File: config.mk
export PLATFORM = sky130hd
export DESIGN_NAME = hazard_ctrl
export DESIGN_NICKNAME = d
export VERILOG_FILES = /design/src/rtl/hazard_ctrl_pkg.sv /design/src/rtl/hazard_match.sv /design/src/rtl/hazard_ctrl.sv
export SDC_FILE = /design/constraint.sdc
export NUM_CORES = 1
export LEC_CHECK = 0
export CORE_MARGIN = 8
export CORE_UTILIZATION = 46
export DETAILED_ROUTE_END_ITERATION = 6
export GPL_TIMING_DRIVEN = 0
export HOLD_SLACK_MARGIN = 0.06
export MAX_ROUTING_LAYER = met4
export PLACE_DENSITY = 0.8
export REMOVE_ABC_BUFFERS = 1
export SYNTH_ARGS = -nofsm -noshare
export SYNTH_HDL_FRONTEND = slang
export SYNTH_SLANG_ARGS = --single-unit
File: constraint.sdc
create_clock -name clk -period 2.1 [get_ports clk]
set_input_delay 0.21 -clock clk [delete_from_list [all_inputs] [get_ports clk]]
set_output_delay 0.21 -clock clk [all_outputs]
set_load 0.02 [all_outputs]
File: src/rtl/hazard_ctrl_pkg.sv
// Shared pipeline definitions for the hazard unit: register/forward widths, forward
// select encodings, stage-record layout and the forward-select priority helper.
package hazard_ctrl_pkg;

  localparam int REG_W     = 5;
  localparam int FWD_SEL_W = 2;
  localparam int CNT_W     = 32;

  typedef logic [REG_W-1:0]     reg_t;
  typedef logic [FWD_SEL_W-1:0] fwd_t;

  localparam fwd_t FWD_GRF = 2'd0;
  localparam fwd_t FWD_M   = 2'd1;
  localparam fwd_t FWD_W   = 2'd2;

  typedef struct packed {
    logic we;
    reg_t wa;
    logic lw;
    reg_t rs;
    reg_t rt;
    logic use_rs;
    logic use_rt;
  } stage_rec_t;

  localparam stage_rec_t BUBBLE = '0;

  // M wins over W, but a load still in M has no data yet, so it cannot forward.
  function automatic fwd_t fwd_sel(input logic hit_m, input logic hit_m_lw, input logic hit_w);
    fwd_t sel;
    sel = FWD_GRF;
    if (hit_m && !hit_m_lw) begin
      sel = FWD_M;
    end else if (hit_w) begin
      sel = FWD_W;
    end
    return sel;
  endfunction

endpackage

File: src/rtl/hazard_match.sv
// Compares one source register against one stage record's destination; purely combinational.
// Register 0 never matches, and an unused source never matches.
module hazard_match
  import hazard_ctrl_pkg::*;
(
  input  logic src_use,
  input  reg_t src,
  input  logic rec_we,
  input  reg_t rec_wa,
  input  logic rec_lw,
  output logic hit,
  output logic hit_lw
);

  assign hit    = src_use && rec_we && (rec_wa == src) && (src != '0);
  assign hit_lw = hit && rec_lw;

endmodule

File: src/rtl/hazard_ctrl.sv
// Hazard unit: same-cycle stall and forward selects from E/M/W stage records; stall freezes
// PC and IF/ID and bubbles ID/EX. HAZARD_STAT_EN adds a saturating stall-cycle counter.
module hazard_ctrl
  import hazard_ctrl_pkg::*;
(
  input  logic                 clk,
  input  logic                 reset,
  input  logic [REG_W-1:0]     id_rs,
  input  logic [REG_W-1:0]     id_rt,
  input  logic                 id_use_rs,
  input  logic                 id_use_rt,
  input  logic                 id_early,
  input  logic                 id_we,
  input  logic [REG_W-1:0]     id_wa,
  input  logic                 id_lw,
  output logic                 stall,
  output logic [FWD_SEL_W-1:0] fwd_rs_d,
  output logic [FWD_SEL_W-1:0] fwd_rt_d,
  output logic [FWD_SEL_W-1:0] fwd_rs_e,
  output logic [FWD_SEL_W-1:0] fwd_rt_e,
  output logic [CNT_W-1:0]     stall_cnt
);

  stage_rec_t id_rec;
  stage_rec_t e_q;
  stage_rec_t m_q;
  stage_rec_t w_q;

  always_comb begin
    id_rec        = BUBBLE;
    id_rec.we     = id_we;
    id_rec.wa     = id_wa;
    id_rec.lw     = id_lw;
    id_rec.rs     = id_rs;
    id_rec.rt     = id_rt;
    id_rec.use_rs = id_use_rs;
    id_rec.use_rt = id_use_rt;
  end

  always_ff @(posedge clk or posedge reset) begin
    if (reset) begin
      e_q <= BUBBLE;
      m_q <= BUBBLE;
      w_q <= BUBBLE;
    end else begin
      e_q <= stall ? BUBBLE : id_rec;
      m_q <= e_q;
      w_q <= m_q;
    end
  end

  logic d_rs_e_hit, d_rs_e_lw, d_rs_m_hit, d_rs_m_lw, d_rs_w_hit, d_rs_w_lw;
  logic d_rt_e_hit, d_rt_e_lw, d_rt_m_hit, d_rt_m_lw, d_rt_w_hit, d_rt_w_lw;
  logic x_rs_m_hit, x_rs_m_lw, x_rs_w_hit, x_rs_w_lw;
  logic x_rt_m_hit, x_rt_m_lw, x_rt_w_hit, x_rt_w_lw;

  // ID sources against E, M, W.
  hazard_match u_d_rs_e (
    .src_use (id_use_rs), .src (id_rs),
    .rec_we  (e_q.we),    .rec_wa (e_q.wa), .rec_lw (e_q.lw),
    .hit     (d_rs_e_hit), .hit_lw (d_rs_e_lw)
  );
  hazard_match u_d_rs_m (
    .src_use (id_use_rs), .src (id_rs),
    .rec_we  (m_q.we),    .rec_wa (m_q.wa), .rec_lw (m_q.lw),
    .hit     (d_rs_m_hit), .hit_lw (d_rs_m_lw)
  );
  hazard_match u_d_rs_w (
    .src_use (id_use_rs), .src (id_rs),
    .rec_we  (w_q.we),    .rec_wa (w_q.wa), .rec_lw (w_q.lw),
    .hit     (d_rs_w_hit), .hit_lw (d_rs_w_lw)
  );
  hazard_match u_d_rt_e (
    .src_use (id_use_rt), .src (id_rt),
    .rec_we  (e_q.we),    .rec_wa (e_q.wa), .rec_lw (e_q.lw),
    .hit     (d_rt_e_hit), .hit_lw (d_rt_e_lw)
  );
  hazard_match u_d_rt_m (
    .src_use (id_use_rt), .src (id_rt),
    .rec_we  (m_q.we),    .rec_wa (m_q.wa), .rec_lw (m_q.lw),
    .hit     (d_rt_m_hit), .hit_lw (d_rt_m_lw)
  );
  hazard_match u_d_rt_w (
    .src_use (id_use_rt), .src (id_rt),
    .rec_we  (w_q.we),    .rec_wa (w_q.wa), .rec_lw (w_q.lw),
    .hit     (d_rt_w_hit), .hit_lw (d_rt_w_lw)
  );

  // EX sources (held in the E record) against M and W.
  hazard_match u_x_rs_m (
    .src_use (e_q.use_rs), .src (e_q.rs),
    .rec_we  (m_q.we),     .rec_wa (m_q.wa), .rec_lw (m_q.lw),
    .hit     (x_rs_m_hit), .hit_lw (x_rs_m_lw)
  );
  hazard_match u_x_rs_w (
    .src_use (e_q.use_rs), .src (e_q.rs),
    .rec_we  (w_q.we),     .rec_wa (w_q.wa), .rec_lw (w_q.lw),
    .hit     (x_rs_w_hit), .hit_lw (x_rs_w_lw)
  );
  hazard_match u_x_rt_m (
    .src_use (e_q.use_rt), .src (e_q.rt),
    .rec_we  (m_q.we),     .rec_wa (m_q.wa), .rec_lw (m_q.lw),
    .hit     (x_rt_m_hit), .hit_lw (x_rt_m_lw)
  );
  hazard_match u_x_rt_w (
    .src_use (e_q.use_rt), .src (e_q.rt),
    .rec_we  (w_q.we),     .rec_wa (w_q.wa), .rec_lw (w_q.lw),
    .hit     (x_rt_w_hit), .hit_lw (x_rt_w_lw)
  );

  // Early consumers (beq/jr) cannot wait for EX forwarding; any consumer must wait out a load in E.
  logic early_stall;
  logic load_use_stall;

  always_comb begin
    early_stall    = 1'b0;
    load_use_stall = 1'b0;
    if (id_early && (d_rs_e_hit || d_rt_e_hit || d_rs_m_lw || d_rt_m_lw)) begin
      early_stall = 1'b1;
    end
    if (d_rs_e_lw || d_rt_e_lw) begin
      load_use_stall = 1'b1;
    end
    stall = early_stall || load_use_stall;
  end

  always_comb begin
    fwd_rs_d = fwd_sel(d_rs_m_hit, d_rs_m_lw, d_rs_w_hit);
    fwd_rt_d = fwd_sel(d_rt_m_hit, d_rt_m_lw, d_rt_w_hit);
    fwd_rs_e = fwd_sel(x_rs_m_hit, x_rs_m_lw, x_rs_w_hit);
    fwd_rt_e = fwd_sel(x_rt_m_hit, x_rt_m_lw, x_rt_w_hit);
  end

  // W only supplies a destination; its source fields and load flags towards W are never consulted.
  logic unused_w_bits;
  assign unused_w_bits = ^{w_q.rs, w_q.rt, w_q.use_rs, w_q.use_rt,
                           d_rs_w_lw, d_rt_w_lw, x_rs_w_lw, x_rt_w_lw};

`ifdef HAZARD_STAT_EN
  logic [CNT_W-1:0] stall_cnt_q;

  always_ff @(posedge clk or posedge reset) begin
    if (reset) begin
      stall_cnt_q <= '0;
    end else if (stall && (stall_cnt_q != {CNT_W{1'b1}})) begin
      stall_cnt_q <= stall_cnt_q + {{(CNT_W-1){1'b0}}, 1'b1};
    end
  end

  assign stall_cnt = stall_cnt_q;
`else
  assign stall_cnt = '0;
`endif

endmodule

==> results.md <==
* Die height at between 80 and 90 µm
* Instance count of the mapped netlist at 180
* Die area at 0.00657 mm²
* CTS root buf: clkbuf_8
* Area of the multi-input gates at 0.00110 mm²
* Layout cell share with drive strength beyond 1 at 0.306
* CTS Hold Bufs at 0
* Cell Chain, Critical Path: xor2_1 -> nor4_2 -> nand4b_1 -> buf_4 -> a21oi_4 -> or2_1 -> buf_6
* Detailed-route DRC error count at 0
* Syn avg cell area at about 11 µm²
* Launch point of the worst reg-to-reg path: m_q[13]
* Complex-gate fraction of the synthesized area at 0.0232
* Ys flop type: dfrtp_1
* Remaining Overflow, GRT at 0
* # diodes at 0
* Starting Density at 0.483
* LEAKAGE at between 1 and 1.5 nW
* Adder-cell share of the synthesized area at 0
* I/O pins at 63
* Synth warnings at 0
* Final HPWL DP at approximately 3.2 mm
* CTS tree: built
* CP endpoint kind: output port
* Worst-Margin Slew at 1160 ps
* Unique cell type count in the Yosys netlist at 25
* Cell depth of the worst setup path at 7
* Crit path DAT at approximately 2000 ps
* Layout Cells excl Fill at 285
* Hold Path Depth at 2
* Initial antenna violation count at 0
* Crit path from: m_q[13]
* RSZ-0062 raised after global routing: yes
* Remaining antenna violation count at 0
* Count of input and output buffers at 30
* # setup viols final at 3
* Violated checks: negative setup slack
* Post-Route WL at 4.90 mm
* Status: finished, violations left
* Simple-Gate Fraction of Synth Area at 0.194
* Worst hold slack at 264 ps
* Fin. Hold Viols at 0
* Max-cap violations at 0
* GP Congestion at 0.814
* Delay-heaviest family, CP: simple AND/OR/NAND/NOR gates
* Mapped Area at slightly below 0.002 mm²
* Worst hold start: id_rt[0]
* XOR/XNOR Fraction of Synth Area at 0.225
* Sequential share of the synthesized area at 0.412
* Final worst-path cycle share at 1.05
* Worst EP required at about 1900 ps
* Reg area at 806 µm²
* Number of CTS-inserted buffers at 5
* Clock-pin slew on the worst setup and hold paths at around 70 ps
* Clock Latency Late Sink at between 200 and 300 ps
* Minimum clock period at 2200 ps
* Vias in the first global route at ~1500
* Slew margin rel. at 0.226
* Async S/R FF share, synth at 1.00
* Post-Place Worst Slack at -1300 ps
* Yosys top cell by area: dfrtp_1
* CORE AREA at 0.00403 mm²
* Mux cell area share after synthesis at 0
* First-pass GRT wire length at slightly above 7 mm
* Critical path fanouts, max at 4
* Synth top cells by count: buf_4 (32), dfrtp_1 (32), xor2_1 (32), xnor2_1 (18), nor3b_1 (11)
* Number of synthesized flops with an enable pin at 0
* PnR worst setup slack at -97.5 ps
* Crit Path Class: reg2out
* R2R depth at 7
* Fillers at between 300 and 400
* Clock Path Buffers at 2
* Area growth from synthesis to layout at 28.2%
* CP max stage cell: dfrtp_2
* Drt first pass iters at 4
* GRT Resource Usage Total at 0.148
* Worst vdd ir at 443 µV
* WP buf/inv at 2
* Pins Over Slew Limit at 0
* Placed insts at approximately 260
* Area contributors post-synth: dfrtp_1 (41%), xor2_1 (14%), buf_4 (12%)
* Skew final at about 5 ps
* # rows at 23
* Worst hold-check path type: in2reg
* DR iter-0 viols at 52
* H-tree levels at 2
* Average wire per standard cell at ~17 µm
* Flops & latches, synth at 32
* Startpoint types: flip-flop
* DR vias at about 1400
* Pwr Density at approximately 600 mW/mm²
* Total Power at around 0.0015 W
* Clock sink total at 32
* Max incr delay on CP at roughly 430 ps
* Layout Nets at 256
* Vias/cell at about 5
* Area share of the largest cell type after synthesis at 0.412
* Die X at 81.0 µm
* Largest net degree at the start of global routing at 33
* Max frequency at roughly 460 MHz
* Largest family of logic cells by synthesized area: XOR/XNOR gates
==> power breakdown <==
group	switching [W]	total [W]	leakage [nW]	internal [W]
Clock	0.000217	0.000482	0.0445	0.000266
Combinational	0.000168	0.000300	0.668	0.000132
Sequential	0.0000514	0.000706	0.370	0.000655
Total	0.000436	0.00149	1.08	0.00105
==> timing repair <==
item,in CTS,in global routing
buffers inserted,11,10
resized for setup,65,30
setup endpoints to repair,28,9
cloned,1,0
endpoints found under the hold margin,0,0
pin swaps,5,12
==> per-layer routing <==
layer  GRT usage  vias up  routed length (µm)
li1            -      659                   -
met1       0.165      709                2000
met5           -        -                   0
met4      0.0500        0                  80
met3      0.0353       12                 301
met2       0.254       55                2520
==> flip-flops by register name (all words and copies together) (netlist names) <==
name  cells
w_q       6
m_q       7
e_q      19
==> stage by stage <==
step | util | instance area, µm² | TNS (ps)
after floorplan | - | 1790 | -10180
after global placement | 0.533 | 2150 | -34210
after detailed placement | 0.538 | 2170 | -14700
after CTS | 0.587 | 2360 | -31.6
after global routing | 0.619 | 2490 | -739
final | 0.619 | 2490 | -186
==> cells in the final DEF, fill, tap and decap left out, types with 2 or more instances in the layout <==
master           count
dfrtp_2              4
nor2_1               2
dfrtp_1             28
or4_4                3
buf_4               25
clkbuf_8             6
nor3b_2              8
nand4_1              5
buf_2                3
dlygate4sd2_1        4
clkdlybuf4s15_2      2
o21ai_4              3
conb_1              32
clkdlybuf4s50_1     11
xor2_1              32
nor4_1               6
nor3b_1             11
nand3_1              4
clkbuf_2             5
xnor2_1             18
nor3_2               2
a21oi_4              2
nor4_2               3
==> worst paths after layout <==
check                          end  slack, ps
setup / recovery             stall       -100
hold / removal              e_q[2]        260
setup reg to reg           e_q[12]          0
hold reg to reg            m_q[12]        370
max in group asynchronous  m_q[15]        790
min in group asynchronous  e_q[16]        530
==> layout make-up <==
type,instances,share of cell area
tap,50,0.0251
sequential,32,0.323
inverter,1,0.00151
timing repair buffer,52,0.171
multi-input combinational,142,0.442
clock inverter,1,0.00301
clock buffer,7,0.0346
==> kinds of logic (layout without fill, tap and decap cells) <==
group,Yosys count,in the layout
compound gates,7,8
xor+xnor,50,50
buf+inv,38,61
flops,32,32
other cells,1,32
simple gates,52,52
No activity file was read; power rests on OpenSTA's default activity.
==> variant 1, RTL diff (same flow settings) <==
The package constant `FWD_SEL_W` goes from 2 to 3.
--- a/src/rtl/hazard_ctrl_pkg.sv
+++ b/src/rtl/hazard_ctrl_pkg.sv
@@ -3,7 +3,7 @@
 package hazard_ctrl_pkg;
 
   localparam int REG_W     = 5;
-  localparam int FWD_SEL_W = 2;
+  localparam int FWD_SEL_W = 3;
   localparam int CNT_W     = 32;
 
   typedef logic [REG_W-1:0]     reg_t;
Ports: changed (resized fwd_rs_d, fwd_rs_e, fwd_rt_d and fwd_rt_e); port bits go from 63 to 67. No check against the original RTL was run, so the function may have changed too.
==> variant 1 against the unedited design <==
  * The flow still finishes with violations (setup timing)
  * Count of clock-buffer cells in the layout is 1 higher
  * Synthesized cell count is 2.2% higher
  * Sequential cell count stayed put
  * Non-clock buffer count is 1 higher
  * Clock skew hardly changed
  * Critical path depth is 1 higher
  * Combinational power is 5% higher
  * Routed wire length is 8.9% higher
  * Power is 0.81% higher
  * Critical endpoint is now fwd_rs_d[1]
  * Sequential share of layout area is 0.62 points lower
  * Final area is 2.0% higher
  * Setup slack worse by 120 ps
  * Synthesized area is 1.5% higher
  * Via count is 2.8% higher
==> variant 1: results <==
metrics = {
    "run_status": {
        "status": "complete, but fails checks",
        "violations": "setup timing",
    },
    "drt": {
        "drt-wirelength-per-cell_um": 18.3,
        "via_per_inst": 5.05,
        "drt-total-wl_um": 5340,
    },
    "timing": {
        "setup_tns_ps": -558,
        "clock_skew_ps": 5.17,
        "timing.final.ws_setup_ps": -216,
        "setup_viol": 4,
    },
    "layout": {
        "drive_gt1_share_pct": 28.3,
        "fin_nets": 261,
        "n_fill_cell": 348,
    },
    "power": {
        "ir_drop_mv": 0.447,
        "leakagePower_nw": 1.10,
    },
    "place": {
        "place_hpwl_um": 3430,
        "gp_congestion": 0.789,
    },
    "cts": {
        "post_cts_buffers": 12,
        "cts_resized": 64,
    },
    "global_routing": {
        "grt_pass1_wl_um": 7690,
    },
    "yosys": {
        "synth.avg_cell_area_um2": 10.7,
        "synth.cells.most_frequent": "buf_4, dfrtp_1, xor2_1",
        "synth_compound_gate_area_share_pct": 2.28,
        "synthXorXnorAreaFrac_pct": 22.2,
        "synthTopCellsByArea": "dfrtp_1, xor2_1, buf_4",
    },
    "worst_setup_path": {
        "cp.arrival_ps": 2110,
        "crit_fanout": 3,
        "slowest_delay_ps": 450,
    },
}
[variant 1: changes by cell type after synthesis]
cell and change:
buf_4 +4
[variant 1: critical path: cells and delay by family (launching register included)]
family / cells / cell delay [ps]
AND/OR/NAND/NOR: 4 / 750
flip-flops: 1 / 450
buffers and inverters: 3 / 450
XOR/XNOR: 1 / 160
[variant 1: per-layer routing]
metal  up-vias  GRT usage [%]  part of all wire [%]
met2        65           27.8                    55
met3        22           4.92                   7.3
li1        663              -                     -
met4         0           8.93                   3.9
met1       725           16.0                    34
met5         -              -                     0
[variant 1: through the flow]
step                cell area [um2]  utilization, %  setup WS (ps)
floorplan                      1800               -           -783
detailed placement             2180            51.6          -1300
CTS                            2380            56.2          -38.9
finish                         2540            60.0           -216
global route                   2540            60.0           -260
global placement               2170            51.2          -2310
[variant 1: power by group]
group	switching [W]	internal (W)
Combinational	0.000180	0.000134
Sequential	0.0000491	0.000655
Clock	0.000216	0.000267
Total	0.000445	0.00106
[variant 1: layout make-up]
cell class	instances	share of cell area, %
Timing Repair Buffer	53	18.6
Inverter	1	0.148
Tap cell	52	2.56
Multi-Input combinational cell	146	43.5
Sequential cell	32	31.7
Clock buffer	8	3.54
[variant 1: worst paths after layout]
kind / start / to / slack, ps / cells after the start
worst max-delay path: m_q[15]$_DFF_PP0_ / fwd_rs_d[1] / -220 / 8
worst min-delay path: id_rs[1] / e_q[8]$_DFF_PP0_ / 370 / 2
worst max register to register: m_q[15]$_DFF_PP0_ / e_q[9]$_DFF_PP0_ / 50 / 9
worst min register to register: e_q[18]$_DFF_PP0_ / m_q[18]$_DFF_PP0_ / 370 / 0
max in group asynchronous: reset / m_q[17]$_DFF_PP0_ / 770 / 2
min in group asynchronous: reset / e_q[13]$_DFF_PP0_ / 540 / 2
==> variant 2, RTL diff (config.mk and constraints unchanged) <==
Made on the original files. Build with the macro `HAZARD_STAT_EN` defined.
--- a/src/rtl/hazard_ctrl.sv
+++ b/src/rtl/hazard_ctrl.sv
@@ -1,5 +1,7 @@
 // Hazard unit: same-cycle stall and forward selects from E/M/W stage records; stall freezes
 // PC and IF/ID and bubbles ID/EX. HAZARD_STAT_EN adds a saturating stall-cycle counter.
+`define HAZARD_STAT_EN
+
 module hazard_ctrl
   import hazard_ctrl_pkg::*;
 (
Behaviour: not the same (a bounded check fails within 4 cycles, from zero or initial values and one cycle with reset high).
==> variant 2 against the unedited design <==
  * Largest power group unchanged
  * Routed wire length grew 110%
  * Fmax down 3.4%
  * Final area up 110%
  * Power is 100% higher
  * Clock power increased to 2.6 times the old value
  * Setup slack worse by 77 ps
  * The run still ends with setup timing left
  * Highest routed layer unchanged
  * Sequential power increased by 94%
  * Sequential cell count rose by 32
  * Synthesized area rose by 62%
  * Combinational power grew 40%
  * Critical path depth increased by 3
==> variant 2: results <==
metrics = {
    "drt": {
        "drt-wirelength-per-cell_um": 21.1,
        "via_per_inst": 5.70,
        "route.detailed.drc": 0,
        "drtIter0Drc": 104,
    },
    "layout": {
        "fin_nets": 436,
        "drive_gt1_share_pct": 37.8,
        "n_fill_cell": 376,
        "instances_no_fill": 498,
        "largest_reg_flops": 32,
    },
    "global_routing": {
        "grt_pass1_vias": 2891,
        "grt_pass1_wl_um": 15600,
        "grt_use_total_pct": 21.0,
        "grt_max_degree": 39,
    },
    "timing": {
        "clock_skew_ps": 8.57,
        "timing.final.ws_setup_ps": -174,
        "worst_slew_pin_slew_ps": 599,
        "setup_viol": 36,
    },
    "cts": {
        "numCtsBuffers": 9,
        "clkLatencyLatePin_ps": 330,
        "cts_buffer_depth": 2,
        "h-tree-depth": 3,
    },
    "min_path": {
        "hold_path.class": "input port to flip-flop",
        "min-delay-start": "id_rs[0]",
        "hold_end": "e_q[7]$_DFF_PP0_",
        "min_delay_path_depth": 2,
    },
    "place": {
        "place_hpwl_um": 5470,
        "gp_congestion": 0.870,
        "place_inst": 428,
        "portBuffers": 62,
    },
    "worst_setup_path": {
        "reg2reg_to": "stall_cnt[9]$_DFFE_PP0P_",
        "r2r_start": "m_q[16]$_DFF_PP0_",
        "cp.arrival_ps": 2530,
        "r2r_cells": 10,
        "crit_fanout": 11,
    },
    "power": {
        "ir_drop_mv": 0.529,
        "leakagePower_nw": 2.24,
    },
    "yosys": {
        "synth.cells.most_frequent": "dfrtp_1, xor2_1, nor4_1",
        "synth_cells": 290,
        "synthTopCellsByArea": "dfrtp_1, xor2_1, xnor2_1",
        "synth-seq-area-share_pct": 50.9,
        "yosysUniqueCellTypes": 28,
    },
    "run_status": {
        "violations": "setup timing",
        "status": "complete, but fails checks",
    },
}
==> variant 2: timing repair <==
item	in CTS	in global routing
endpoints found under the setup margin	60	54
hold buffers	0	0
buffers inserted	30	20
pin swaps	49	40
gates resized for setup	156	46
gates cloned	4	0
==> variant 2: power by group <==
part	switching (W)	internal [W]
Combinational	0.000199	0.000222
Clock	0.000491	0.000736
Sequential	0.0000775	0.00129
Total	0.000767	0.00225
==> variant 2: worst max-delay path by stage <==
stage / start / endpoint / cells after the start
2_1_floorplan: id_rt[0] / stall_cnt[1]$_DFFE_PP0P_ / 7
3_3_place_gp: id_rt[0] / stall_cnt[1]$_DFFE_PP0P_ / 8
3_5_place_dp: id_rt[0] / stall / 8
4_1_cts: m_q[15]$_DFF_PP0_ / stall_cnt[10]$_DFFE_PP0P_ / 10
5_1_grt: m_q[16]$_DFF_PP0_ / stall_cnt[9]$_DFFE_PP0P_ / 10
6_report: m_q[16]$_DFF_PP0_ / stall_cnt[9]$_DFFE_PP0P_ / 10
==> variant 2: cell type report <==
class	count	area (um2)	area share, %
Sequential cell	64	1610	31.1
Clock inverter	4	76.3	1.48
Multi-Input combinational cell	214	2060	39.8
Tap cell	80	100	1.94
Inverter	4	15.0	0.290
Clock buffer	12	155	3.00
Timing Repair Buffer	120	1160	22.4
==> variant 2: worst max-delay path: stages (launching register included) <==
cell	delay, ps
dfrtp_2	450
xor2_1	160
nor4_2	290
nand4b_1	160
nand2_1	130
a311oi_4	100
buf_6	160
buf_6	150
buf_6	140
nor4_4	260
xor2_1	190
==> variant 2: through the flow <==
step	setup WS, ps	hold WS [ps]	cell area, um2	TNS, ps	util, %
5_1_grt	-343	186	5170	-8610	77.0
4_1_cts	-133	184	4860	-1540	72.3
2_1_floorplan	-1280	339	3100	-52250	-
6_report	-174	198	5170	-2170	77.0
3_3_place_gp	-2900	367	3820	-185720	56.9
3_5_place_dp	-1350	367	3900	-60160	58.0
==> variant 2: kinds of logic after synthesis <==
family	after synthesis	synth area share (%)
muxes	1	0.358
DFF	64	50.9
and+or+nand+nor	125	22.6
xor gates and xnor gates	81	22.6
adders and majority gates	1	0.398
buffers and inverters	12	1.79
AOI/OAI and AO/OA	6	1.35
==> variant 2: per-layer routing <==
layer	vias to the layer above	wire [um]	global-route usage (%)
met5	-	0	-
met1	1436	4190	24.7
met2	114	5540	35.0
li1	1275	-	-
met4	0	184	6.14
met3	15	616	5.00
